### src/rtl/qm_pkg.sv
// Shared definitions for the queue-management people counter:
// direction encoding, default timing parameters and counter sizing.
package qm_pkg;

    localparam logic DIR_UP   = 1'b1;
    localparam logic DIR_DOWN = 1'b0;

    localparam int DEB_CYCLES_DEF   = 16;
    localparam int STUCK_CYCLES_DEF = 1024;

    // Bits needed to hold every value 0..max_count without wrapping.
    function automatic int cnt_width(input int max_count);
        return (max_count < 1) ? 1 : $clog2(max_count + 1);
    endfunction

    typedef enum logic [1:0] {
        ARB_IDLE,
        ARB_UP,
        ARB_DOWN,
        ARB_CANCEL
    } arb_e;

endpackage

### src/rtl/queue_sensor_front_if.sv
// Sensor-side bundle of the queue front end: raw beam lines in,
// step/direction/cancel strobes and fault flags out.
interface queue_sensor_front_if;

    logic entry_raw;
    logic exit_raw;
    logic step;
    logic switch;
    logic cancel;
    logic entry_fault;
    logic exit_fault;

    modport master (
        output entry_raw, exit_raw,
        input  step, switch, cancel, entry_fault, exit_fault
    );

    modport slave (
        input  entry_raw, exit_raw,
        output step, switch, cancel, entry_fault, exit_fault
    );

endinterface

### src/rtl/sensor_debounce.sv
// One photo-sensor conditioning chain: two-flop synchroniser, debouncer,
// rising-edge event detector and stuck-blocked detector.
module sensor_debounce
    import qm_pkg::*;
#(
    parameter int DEB_CYCLES   = DEB_CYCLES_DEF,
    parameter int STUCK_CYCLES = STUCK_CYCLES_DEF
) (
    input  logic clkup,
    input  logic reset,
    input  logic raw,
    output logic evt,
    output logic fault
);

    localparam int DW = cnt_width(DEB_CYCLES);
    localparam int SW = cnt_width(STUCK_CYCLES);
    localparam logic [DW-1:0] DEB_MAX   = DW'(DEB_CYCLES);
    localparam logic [SW-1:0] STUCK_MAX = SW'(STUCK_CYCLES);

    logic          sync1_q, sync1_d;
    logic          sync2_q, sync2_d;
    logic          level_q, level_d;
    logic          level_prev_q, level_prev_d;
    logic          fault_q, fault_d;
    logic [DW-1:0] deb_cnt_q, deb_cnt_d;
    logic [SW-1:0] stuck_cnt_q, stuck_cnt_d;

    // NOTE: every next-state variable gets a default at the top of the block,
    // so no path leaves one unassigned and no latch is inferred.
    always_comb begin
        sync1_d      = raw;
        sync2_d      = sync1_q;
        level_d      = level_q;
        deb_cnt_d    = '0;
        level_prev_d = level_q;
        stuck_cnt_d  = '0;

        // The flip happens on the sample after the counter has reached the
        // limit, so the new level needs DEB_CYCLES+1 disagreeing samples.
        if (sync2_q != level_q) begin
            if (deb_cnt_q == DEB_MAX) begin
                level_d = ~level_q;
            end else begin
                deb_cnt_d = deb_cnt_q + DW'(1);
            end
        end

        if (level_q) begin
            stuck_cnt_d = (stuck_cnt_q == STUCK_MAX) ? stuck_cnt_q : stuck_cnt_q + SW'(1);
        end

        fault_d = (stuck_cnt_d == STUCK_MAX);
    end

    // NOTE: state is updated only with non-blocking assignments so every flop
    // samples the pre-edge values, independent of statement order.
    always_ff @(posedge clkup) begin
        if (reset) begin
            sync1_q      <= 1'b0;
            sync2_q      <= 1'b0;
            level_q      <= 1'b0;
            level_prev_q <= 1'b0;
            fault_q      <= 1'b0;
            deb_cnt_q    <= '0;
            stuck_cnt_q  <= '0;
        end else begin
            sync1_q      <= sync1_d;
            sync2_q      <= sync2_d;
            level_q      <= level_d;
            level_prev_q <= level_prev_d;
            fault_q      <= fault_d;
            deb_cnt_q    <= deb_cnt_d;
            stuck_cnt_q  <= stuck_cnt_d;
        end
    end

    // Both sources are flops, so no raw input reaches these outputs directly.
    assign evt   = level_q & ~level_prev_q;
    assign fault = fault_q;

endmodule

### src/rtl/queue_sensor_front.sv
// Queue entry/exit front end: two conditioned sensors feeding a registered
// arbiter that emits up/down step strobes or a cancel when events coincide.
module queue_sensor_front
    import qm_pkg::*;
#(
    parameter int DEB_CYCLES   = DEB_CYCLES_DEF,
    parameter int STUCK_CYCLES = STUCK_CYCLES_DEF
) (
    input  logic                 clkup,
    input  logic                 reset,
    queue_sensor_front_if.slave  bus
);

    logic entry_evt;
    logic exit_evt;
    arb_e decision;

    logic step_q, step_d;
    logic switch_q, switch_d;
    logic cancel_q, cancel_d;

    sensor_debounce #(
        .DEB_CYCLES   (DEB_CYCLES),
        .STUCK_CYCLES (STUCK_CYCLES)
    ) u_entry (
        .clkup (clkup),
        .reset (reset),
        .raw   (bus.entry_raw),
        .evt   (entry_evt),
        .fault (bus.entry_fault)
    );

    sensor_debounce #(
        .DEB_CYCLES   (DEB_CYCLES),
        .STUCK_CYCLES (STUCK_CYCLES)
    ) u_exit (
        .clkup (clkup),
        .reset (reset),
        .raw   (bus.exit_raw),
        .evt   (exit_evt),
        .fault (bus.exit_fault)
    );

    always_comb begin
        unique case ({entry_evt, exit_evt})
            2'b10:   decision = ARB_UP;
            2'b01:   decision = ARB_DOWN;
            2'b11:   decision = ARB_CANCEL;
            default: decision = ARB_IDLE;
        endcase
    end

    // Direction is sticky: it only moves when a real step is issued.
    always_comb begin
        step_d   = (decision == ARB_UP) || (decision == ARB_DOWN);
        cancel_d = (decision == ARB_CANCEL);
        switch_d = switch_q;
        if (decision == ARB_UP) begin
            switch_d = DIR_UP;
        end else if (decision == ARB_DOWN) begin
            switch_d = DIR_DOWN;
        end
    end

    always_ff @(posedge clkup) begin
        if (reset) begin
            step_q   <= 1'b0;
            cancel_q <= 1'b0;
            switch_q <= DIR_UP;
        end else begin
            step_q   <= step_d;
            cancel_q <= cancel_d;
            switch_q <= switch_d;
        end
    end

    assign bus.step   = step_q;
    assign bus.cancel = cancel_q;
    assign bus.switch = switch_q;

endmodule
### src/flat_wrapper.sv
// flat-port wrapper written by rule: the top's interface ports become plain ports
module queue_sensor_front_flat import qm_pkg::*;
#(
    parameter int DEB_CYCLES   = DEB_CYCLES_DEF,
    parameter int STUCK_CYCLES = STUCK_CYCLES_DEF
)
  (clkup, reset, bus_entry_raw, bus_exit_raw, bus_step, bus_switch, bus_cancel, bus_entry_fault, bus_exit_fault);
  queue_sensor_front_if bus_i ();
  input  logic clkup;
  input  logic reset;
  input wire logic [$bits(bus_i.entry_raw)-1:0] bus_entry_raw;
  input wire logic [$bits(bus_i.exit_raw)-1:0] bus_exit_raw;
  output wire logic [$bits(bus_i.step)-1:0] bus_step;
  output wire logic [$bits(bus_i.switch)-1:0] bus_switch;
  output wire logic [$bits(bus_i.cancel)-1:0] bus_cancel;
  output wire logic [$bits(bus_i.entry_fault)-1:0] bus_entry_fault;
  output wire logic [$bits(bus_i.exit_fault)-1:0] bus_exit_fault;
  assign bus_i.entry_raw = bus_entry_raw;
  assign bus_i.exit_raw = bus_exit_raw;
  assign bus_step = bus_i.step;
  assign bus_switch = bus_i.switch;
  assign bus_cancel = bus_i.cancel;
  assign bus_entry_fault = bus_i.entry_fault;
  assign bus_exit_fault = bus_i.exit_fault;
  queue_sensor_front #(.DEB_CYCLES(DEB_CYCLES), .STUCK_CYCLES(STUCK_CYCLES)) u_core (.clkup(clkup), .reset(reset), .bus(bus_i));
endmodule
### config.mk
export PLATFORM = sky130hd
export DESIGN_NAME = queue_sensor_front_flat
export DESIGN_NICKNAME = d
export VERILOG_FILES = /design/src/rtl/qm_pkg.sv /design/src/rtl/queue_sensor_front_if.sv /design/src/rtl/sensor_debounce.sv /design/src/rtl/queue_sensor_front.sv /design/src/flat_wrapper.sv
export SDC_FILE = /design/constraint.sdc
export NUM_CORES = 1
export LEC_CHECK = 0
export CAP_MARGIN = 20
export CORE_ASPECT_RATIO = 0.75
export CORE_MARGIN = 8
export CORE_UTILIZATION = 50
export CTS_CLUSTER_DIAMETER = 50
export DETAILED_ROUTE_END_ITERATION = 10
export HOLD_SLACK_MARGIN = 0.12
export PLACE_DENSITY = 0.7
export SYNTH_ARGS = -nofsm -noshare
export SYNTH_HDL_FRONTEND = slang
export SYNTH_HIERARCHICAL = 1
export SYNTH_SLANG_ARGS = --single-unit
export TNS_END_PERCENT = 30
### constraint.sdc
create_clock -name clkup -period 1.7 [get_ports clkup]
set_clock_uncertainty 0.1 [all_clocks]
set_input_delay 0.34 -clock clkup [delete_from_list [all_inputs] [get_ports clkup]]
set_output_delay 0.34 -clock clkup [all_outputs]
set_load 0.01 [all_outputs]
==> results.py, run 1 <==
metrics = {
    "clock_network": {
        "numCtsBuffers": 5,
        "clock_latency_ns": 0.29,
        "clkSlewWorstSetupHoldPaths_ns": 0.08,
        "postCtsHoldBufs": 0,
        "cts_root_buf": "clkbuf_8",
        "htree_levels": 2,
        "cts_tree": "built",
        "clock_path_buffers": 2,
        "cts_sinks": 45,
    },
    "setup_path": {
        "path_cells": "buf_4 -> inv_2 -> ha_1 -> nor4b_4 -> nand4_2 -> nor2b_4 -> o311ai_2 -> nor4bb_2",
        "crit_path_top_delay_cell": "dfxtp_2",
        "slowest_delay_ns": 0.34,
        "critPathKind": "flop to flop",
        "cp-start-kind": "flop",
        "crit_required_ns": 1.78,
        "end_kind": "flop",
        "worstPathMaxFanout": 3,
        "arrival_ns": 1.76,
    },
    "timing": {
        "timing.final.ws_setup_ns": 0.0188,
        "worst_pin_slew_ns": 0.388,
        "grt_setup_unrepaired": "yes",
        "slew_violations": 0,
        "finalHoldViolCount": 0,
        "fin_crit_ns": 1.68,
        "maxSlewHeadroom_pct": 74.0,
        "fin_crit_sh_pct": 98.9,
        "finalSetupViolCount": 0,
        "fmax_ghz": 0.595,
    },
    "synthesis": {
        "postSynthAreaPerCell_um2": 8.99,
        "synth_seq_area_share_pct": 41.6,
        "synthMuxAreaShare_pct": 2.31,
        "synth_nets": 256,
        "synth-compound-area-share_pct": 6.76,
        "yosysWarnings": 6,
        "synth_top_family_by_area": "simple AND/OR/NAND/NOR gates",
        "async_flop_share_pct": 0,
        "synth_xor_area_share_pct": 9.71,
        "synthSimpleGateAreaFrac_pct": 27.2,
        "synthAdderAreaFrac_pct": 6.35,
        "synthFlopType": "dfxtp_1",
        "synth_cells": 241,
        "synth_seq_cells": 45,
        "yosys.cell_types.count": 44,
        "syn-cell-area_um2": 2170,
        "synth_edf_count": 0,
    },
    "placed_design": {
        "place_hpwl_mm": 3.12,
        "dp_cells": 323,
        "place.gp.congestion": 0.907,
        "port-buffer-count": 8,
        "place_area_um2": 2470,
        "pre_cts_ws_ns": -0.0505,
    },
    "run": {
        "max_cap_violations": 0,
    },
    "detailed_routing": {
        "met3_length_um": 250,
        "drt_iter0_drc": 118,
        "wire_per_inst_um": 12.8,
        "vias": 1689,
        "ant_nets": 0,
        "drc_errors": 0,
        "wl_met1_mm": 2.16,
        "dr_wl_met2_mm": 1.78,
        "drt_first_pass_iters": 4,
        "top_layer_used": "met4",
        "via_per_inst": 5.10,
        "finalWirelength_mm": 4.25,
    },
    "run_status": {
        "status": "finished clean",
    },
    "die": {
        "dieArea_um2": 6720,
        "initial_core_util_pct": 52.8,
        "die_y_um": 73.0,
        "std_cell_rows": 20,
        "dieWidth_um": 92.0,
        "core-area_um2": 4100,
        "pin_count": 9,
    },
    "hold_path": {
        "holdCritPathClass": "flop to flop",
    },
    "cells_and_area": {
        "final_nets": 291,
        "final_cells": 331,
        "drive_gt1_share_pct": 24.3,
        "diodes": 0,
        "nFillCells": 335,
        "final_cell_mix": "dfxtp_1, nor2_1, buf_4, inv_1, nand2_1",
        "fin_area_um2": 2660,
        "mostFrequentLayoutCell": "dfxtp_1",
        "areaGrowthSynthToFinish_pct": 23.0,
    },
    "global_routing": {
        "grt_max_degree": 14,
        "overflow": 0,
        "grt_pass1_vias": 1529,
        "grt_antenna_before_repair": 0,
        "grt_use_total_pct": 13.0,
        "grt_pass1_wl_mm": 6.98,
    },
    "pwr": {
        "finalPower_w": 0.00175,
        "powerDensity_nw_per_um2": 657,
        "peakVddDrop_mv": 0.423,
        "p_leak_nw": 1.05,
    },
}
==> routing by layer <==
metal,vias up,global-route usage (%)
li1,875,-
met1,767,17.6
met2,41,18.2
met3,6,4.01
met4,0,5.69
met5,-,0
==> critical path: cells and delay by family, from the launching register on <==
family,cells,cell delay (ns)
AO/OA/AOI/OAI,1,0.26
adder cells (fa/ha/maj),1,0.14
buffers and inverters,2,0.18
flip-flops,1,0.34
AND/OR/NAND/NOR,4,0.56
==> sequential cells by signal (all words and copies together) (netlist names) <==
| name | count |
|---|---|
| u_core/bus.cancel | 1 |
| u_core/bus.step | 1 |
| u_core/bus.switch | 1 |
| u_core/u_entry/deb_cnt_q | 5 |
| u_core/u_entry/fault | 1 |
| u_core/u_entry/level_prev_d | 1 |
| u_core/u_entry/level_prev_q | 1 |
| u_core/u_entry/stuck_cnt_q | 11 |
| u_core/u_entry/sync1_q | 1 |
| u_core/u_entry/sync2_q | 1 |
| u_core/u_exit/deb_cnt_q | 5 |
| u_core/u_exit/fault | 1 |
| u_core/u_exit/level_prev_d | 1 |
| u_core/u_exit/level_prev_q | 1 |
| u_core/u_exit/stuck_cnt_q | 11 |
| u_core/u_exit/sync1_q | 1 |
| u_core/u_exit/sync2_q | 1 |
==> cell families after synthesis <==
family                     after synthesis
adders and majority gates               11
xor gates and xnor gates                24
and+or+nand+nor                        108
DFF                                     45
buffers and inverters                   26
muxes                                    5
AOI/OAI and AO/OA                       22
==> cell usage after synthesis, types with 2 or more instances <==
library cell  number  share of area, %
nor2b_1            8               2.3
buf_2              3              0.69
o21ai_0            5               1.2
ha_1              11               6.4
nor3_1            13               3.0
clkbuf_1           2              0.35
or3_1              4               1.2
and2_1             2              0.58
nand4_1            3              0.87
nand2b_1           3              0.87
buf_6              2               1.0
xnor2_1           13               5.3
a21oi_1            8               1.8
xor2_1            11               4.4
inv_1             17               2.9
nand3_1           11               2.5
nand2_1           15               2.6
and3_1             3              0.87
nor2_1            33               5.7
dfxtp_1           45                42
mux2i_1            5               2.3
nor4_1             2              0.58
==> final timing paths <==
kind	start	end	slack [ns]	cells after the start
max	u_core/u_entry/stuck_cnt_q[0]$_SDFF_PP0_	u_core/u_entry/fault$_SDFF_PP0_	0.02	8
min	u_core/u_entry/sync1_q$_SDFF_PP0_	u_core/u_entry/sync2_q$_SDFF_PP0_	0.35	1
max reg2reg	u_core/u_entry/stuck_cnt_q[0]$_SDFF_PP0_	u_core/u_entry/fault$_SDFF_PP0_	0.02	8
min reg2reg	u_core/u_entry/sync1_q$_SDFF_PP0_	u_core/u_entry/sync2_q$_SDFF_PP0_	0.35	1
==> per-stage QoR <==
stage / setup TNS (ns) / utilization [%] / hold slack, ns
finish: 0 / 64.9 / 0.351
global placement: -0.0338 / 60.2 / 0.322
global route: -0.171 / 64.9 / 0.362
CTS: 0 / 62.9 / 0.353
detailed placement: -0.0930 / 60.2 / 0.329
floorplan: -0.0526 / - / 0.307
==> where the power goes <==
| part | internal, W | switching [W] |
|---|---|---|
| logic | 0.0000152 | 0.0000104 |
| registers | 0.00106 | 0.00000375 |
| clock network | 0.000322 | 0.000341 |
| total | 0.00139 | 0.000356 |
==> cell type report <==
class	instances	area, µm²	share of cell area, %
timing repair buffer	36	290	10.9
inverter	18	72.6	2.72
multi-input combinational	170	1230	46.1
clock buffer	6	82.6	3.10
sequential	45	915	34.3
clock inverter	1	6.26	0.235
tap	55	68.8	2.58
==> timing repair <==
| item | in CTS | in global routing |
|---|---|---|
| endpoints found under the setup margin | 1 | 4 |
| pin swaps | 0 | 1 |
| setup buffers | 1 | 0 |
| resized for setup | 3 | 19 |
| gates cloned | 0 | 0 |
No activity file was read; power rests on OpenSTA's default activity.
==> run 2: changes to the inputs <==
Settings changed: PLACE_DENSITY 0.7 to 0.68.
Clock period 1.7 ns to 1.8 ns, I/O delays scaled along.
==> run 2 against run 1 <==
Via count decreased by 0.30%. Clock power increased by 18%. Final cell count up 1.8%. Global-route usage shrank 0.25 points. Worst setup slack better by 0.017 ns. Sequential power shrank 6%. Count of clock-buffer cells in the layout unchanged. Combinational power barely moved. Largest cell class unchanged. Largest power group unchanged. Highest routed layer unchanged.
==> results.py, run 2 (same netlist as run 1, synthesis figures left out) <==
metrics = {
    "pwr": {
        "p_leak_nw": 1.03,
        "finalPower_w": 0.00181,
        "power_frac_clock_pct": 43.2,
        "power_frac_comb_pct": 1.4,
        "peakVddDrop_mv": 0.538,
        "powerDensity_nw_per_um2": 669,
        "p_int_w": 0.00147,
        "p_sw_w": 0.000344,
        "pwr-share-seq_pct": 55.3,
        "swShare_pct": 19.0,
    },
    "timing": {
        "worst_pin_slew_ns": 0.365,
        "finalSetupViolCount": 0,
        "slew_violations": 0,
        "fin_crit_sh_pct": 98.0,
        "fmax_ghz": 0.567,
        "whs_ns": 0.349,
        "finalHoldViolCount": 0,
        "fin_crit_ns": 1.76,
        "grt_setup_unrepaired": "yes",
        "maxSlewHeadroom_pct": 75.5,
        "final.setup.tns_ns": 0,
    },
    "global_routing": {
        "grt_pass1_vias": 1450,
        "grt_max_degree": 15,
        "grt_pass1_wl_mm": 6.87,
        "grt_use_total_pct": 12.7,
        "grt_antenna_before_repair": 0,
        "overflow": 0,
    },
    "clock_network": {
        "cts_sinks": 45,
        "cts_root_buf": "clkbuf_8",
        "cts_tree": "built",
        "postCtsHoldBufs": 0,
        "htree_levels": 2,
        "clock_latency_ns": 0.29,
        "clock_path_buffers": 2,
        "numCtsBuffers": 5,
        "clkSlewWorstSetupHoldPaths_ns": 0.08,
    },
    "cells_and_area": {
        "seq_area_um2": 910,
        "final_nets": 296,
        "final_util_pct": 65.9,
        "areaGrowthSynthToFinish_pct": 24.8,
        "nFillCells": 318,
        "final_cell_mix": "dfxtp_1, nor2_1, buf_4, nand2_1, inv_1",
        "mostFrequentLayoutCell": "dfxtp_1",
        "multi_input_area_um2": 1190,
        "diodes": 0,
        "drive_gt1_share_pct": 23.4,
        "final_cells": 337,
        "reg_top3": "u_core/u_entry/stuck_cnt_q (11), u_core/u_exit/stuck_cnt_q (11)",
    },
    "placed_design": {
        "place_hpwl_mm": 3.05,
        "dp_cells": 323,
        "port-buffer-count": 8,
        "place.gp.congestion": 0.847,
    },
    "run_status": {
        "status": "finished clean",
    },
    "run": {
        "max_cap_violations": 0,
    },
    "die": {
        "dieWidth_um": 92.0,
        "die_y_um": 73.0,
        "core-area_um2": 4100,
        "dieArea_um2": 6720,
        "initial_core_util_pct": 52.8,
        "pin_count": 9,
        "std_cell_rows": 20,
    },
    "setup_path": {
        "crit_path_top_delay_cell": "dfxtp_4",
        "worstPathMaxFanout": 3,
        "r2r_cells": 6,
        "crit_family": "simple AND/OR/NAND/NOR gates",
        "r2r-start": "u_core/u_exit/stuck_cnt_q[0]$_SDFF_PP0_",
        "slowest_delay_ns": 0.38,
        "arrival_ns": 1.85,
        "crit_required_ns": 1.89,
        "r2r_setup_slack_ns": 0.04,
        "worstSetupPathDepth": 6,
        "critPathKind": "flop to flop",
        "cp-start-kind": "flop",
        "r2r_end": "u_core/u_exit/fault$_SDFF_PP0_",
        "cp-endpoint": "u_core/u_exit/fault$_SDFF_PP0_",
        "path_cells": "buf_4 -> nand2_1 -> nor4_2 -> xnor2_1 -> o2111ai_1 -> a2111oi_2",
        "crit_buf_inv": 1,
        "end_kind": "flop",
        "cp-startpoint": "u_core/u_exit/stuck_cnt_q[0]$_SDFF_PP0_",
    },
    "detailed_routing": {
        "wire_per_inst_um": 12.8,
        "drt_first_pass_iters": 4,
        "drt_iter0_drc": 93,
        "via_per_inst": 5.00,
        "ant_nets": 0,
        "drc_errors": 0,
        "vias": 1684,
        "finalWirelength_mm": 4.31,
    },
    "hold_path": {
        "holdCritPathClass": "flop to flop",
    },
}
## run 2: changes by cell type in the layout (fill, tap and decap cells not counted), sizes merged
cell      change
clkinvlp      +1
inv           -1
bufinv        +1
buf           +5
## run 2: worst min path at each step
| stage | startpoint | end | slack, ns | cells past startpoint |
|---|---|---|---|---|
| after global placement | u_core/u_entry/sync1_q$_SDFF_PP0_ | u_core/u_entry/sync2_q$_SDFF_PP0_ | 0.33 | 1 |
| after CTS | u_core/u_entry/sync1_q$_SDFF_PP0_ | u_core/u_entry/sync2_q$_SDFF_PP0_ | 0.36 | 1 |
| after detailed placement | u_core/u_entry/sync1_q$_SDFF_PP0_ | u_core/u_entry/sync2_q$_SDFF_PP0_ | 0.33 | 1 |
| final | u_core/u_entry/sync1_q$_SDFF_PP0_ | u_core/u_entry/sync2_q$_SDFF_PP0_ | 0.35 | 1 |
| after floorplan | u_core/u_entry/sync1_q$_SDFF_PP0_ | u_core/u_entry/sync2_q$_SDFF_PP0_ | 0.31 | 1 |
| after global routing | u_core/u_entry/sync1_q$_SDFF_PP0_ | u_core/u_entry/sync2_q$_SDFF_PP0_ | 0.38 | 1 |
## run 2: worst reg2reg max path, cell delays in order (launching register included)
cell and delay [ns]:
dfxtp_4 0.38, buf_4 0.13, nand2_1 0.09, nor4_2 0.37
xnor2_1 0.20, o2111ai_1 0.17, a2111oi_2 0.22
## run 2: per-layer routing
layer  global-route usage (%)  share of wire, %  up-vias
li1                         -                 -      885
met3                     3.60               7.0        9
met5                        0                 0        -
met1                     19.2                51      746
met2                     16.4                40       44
met4                     3.91               1.9        0
## run 2: final cells by class
type / instances / area share, %
inverters: 18 / 2.96
clock inverters: 2 / 1.39
flip-flops and latches: 45 / 33.6
multi-input cells: 170 / 44.0
well taps: 55 / 2.55
repair buffers: 41 / 12.4
clock buffers: 6 / 3.05
## run 2: power groups by stage
stage / logic [W] / registers (W) / clock network, W
2_1_floorplan: 0.00000938 / 0.00103 / 0
3_3_place_gp: 0.0000253 / 0.00103 / 0
3_5_place_dp: 0.0000259 / 0.00103 / 0
4_1_cts: 0.0000261 / 0.00100 / 0.000807
5_1_grt: 0.0000288 / 0.00100 / 0.000853
6_report: 0.0000259 / 0.00100 / 0.000782
## run 2: metrics by stage
step / cell area, µm² / setup slack [ns]
after CTS: 2590 / -0.0201
final: 2700 / 0.0362
after global routing: 2700 / -0.0870
after floorplan: 2170 / -0.00736
after global placement: 2470 / -0.0284
after detailed placement: 2470 / -0.0438
## run 2: repair_timing
action	CTS	global route
resized for setup	1	22
setup buffers	0	6
setup endpoints to repair	2	4
pin swaps	0	7
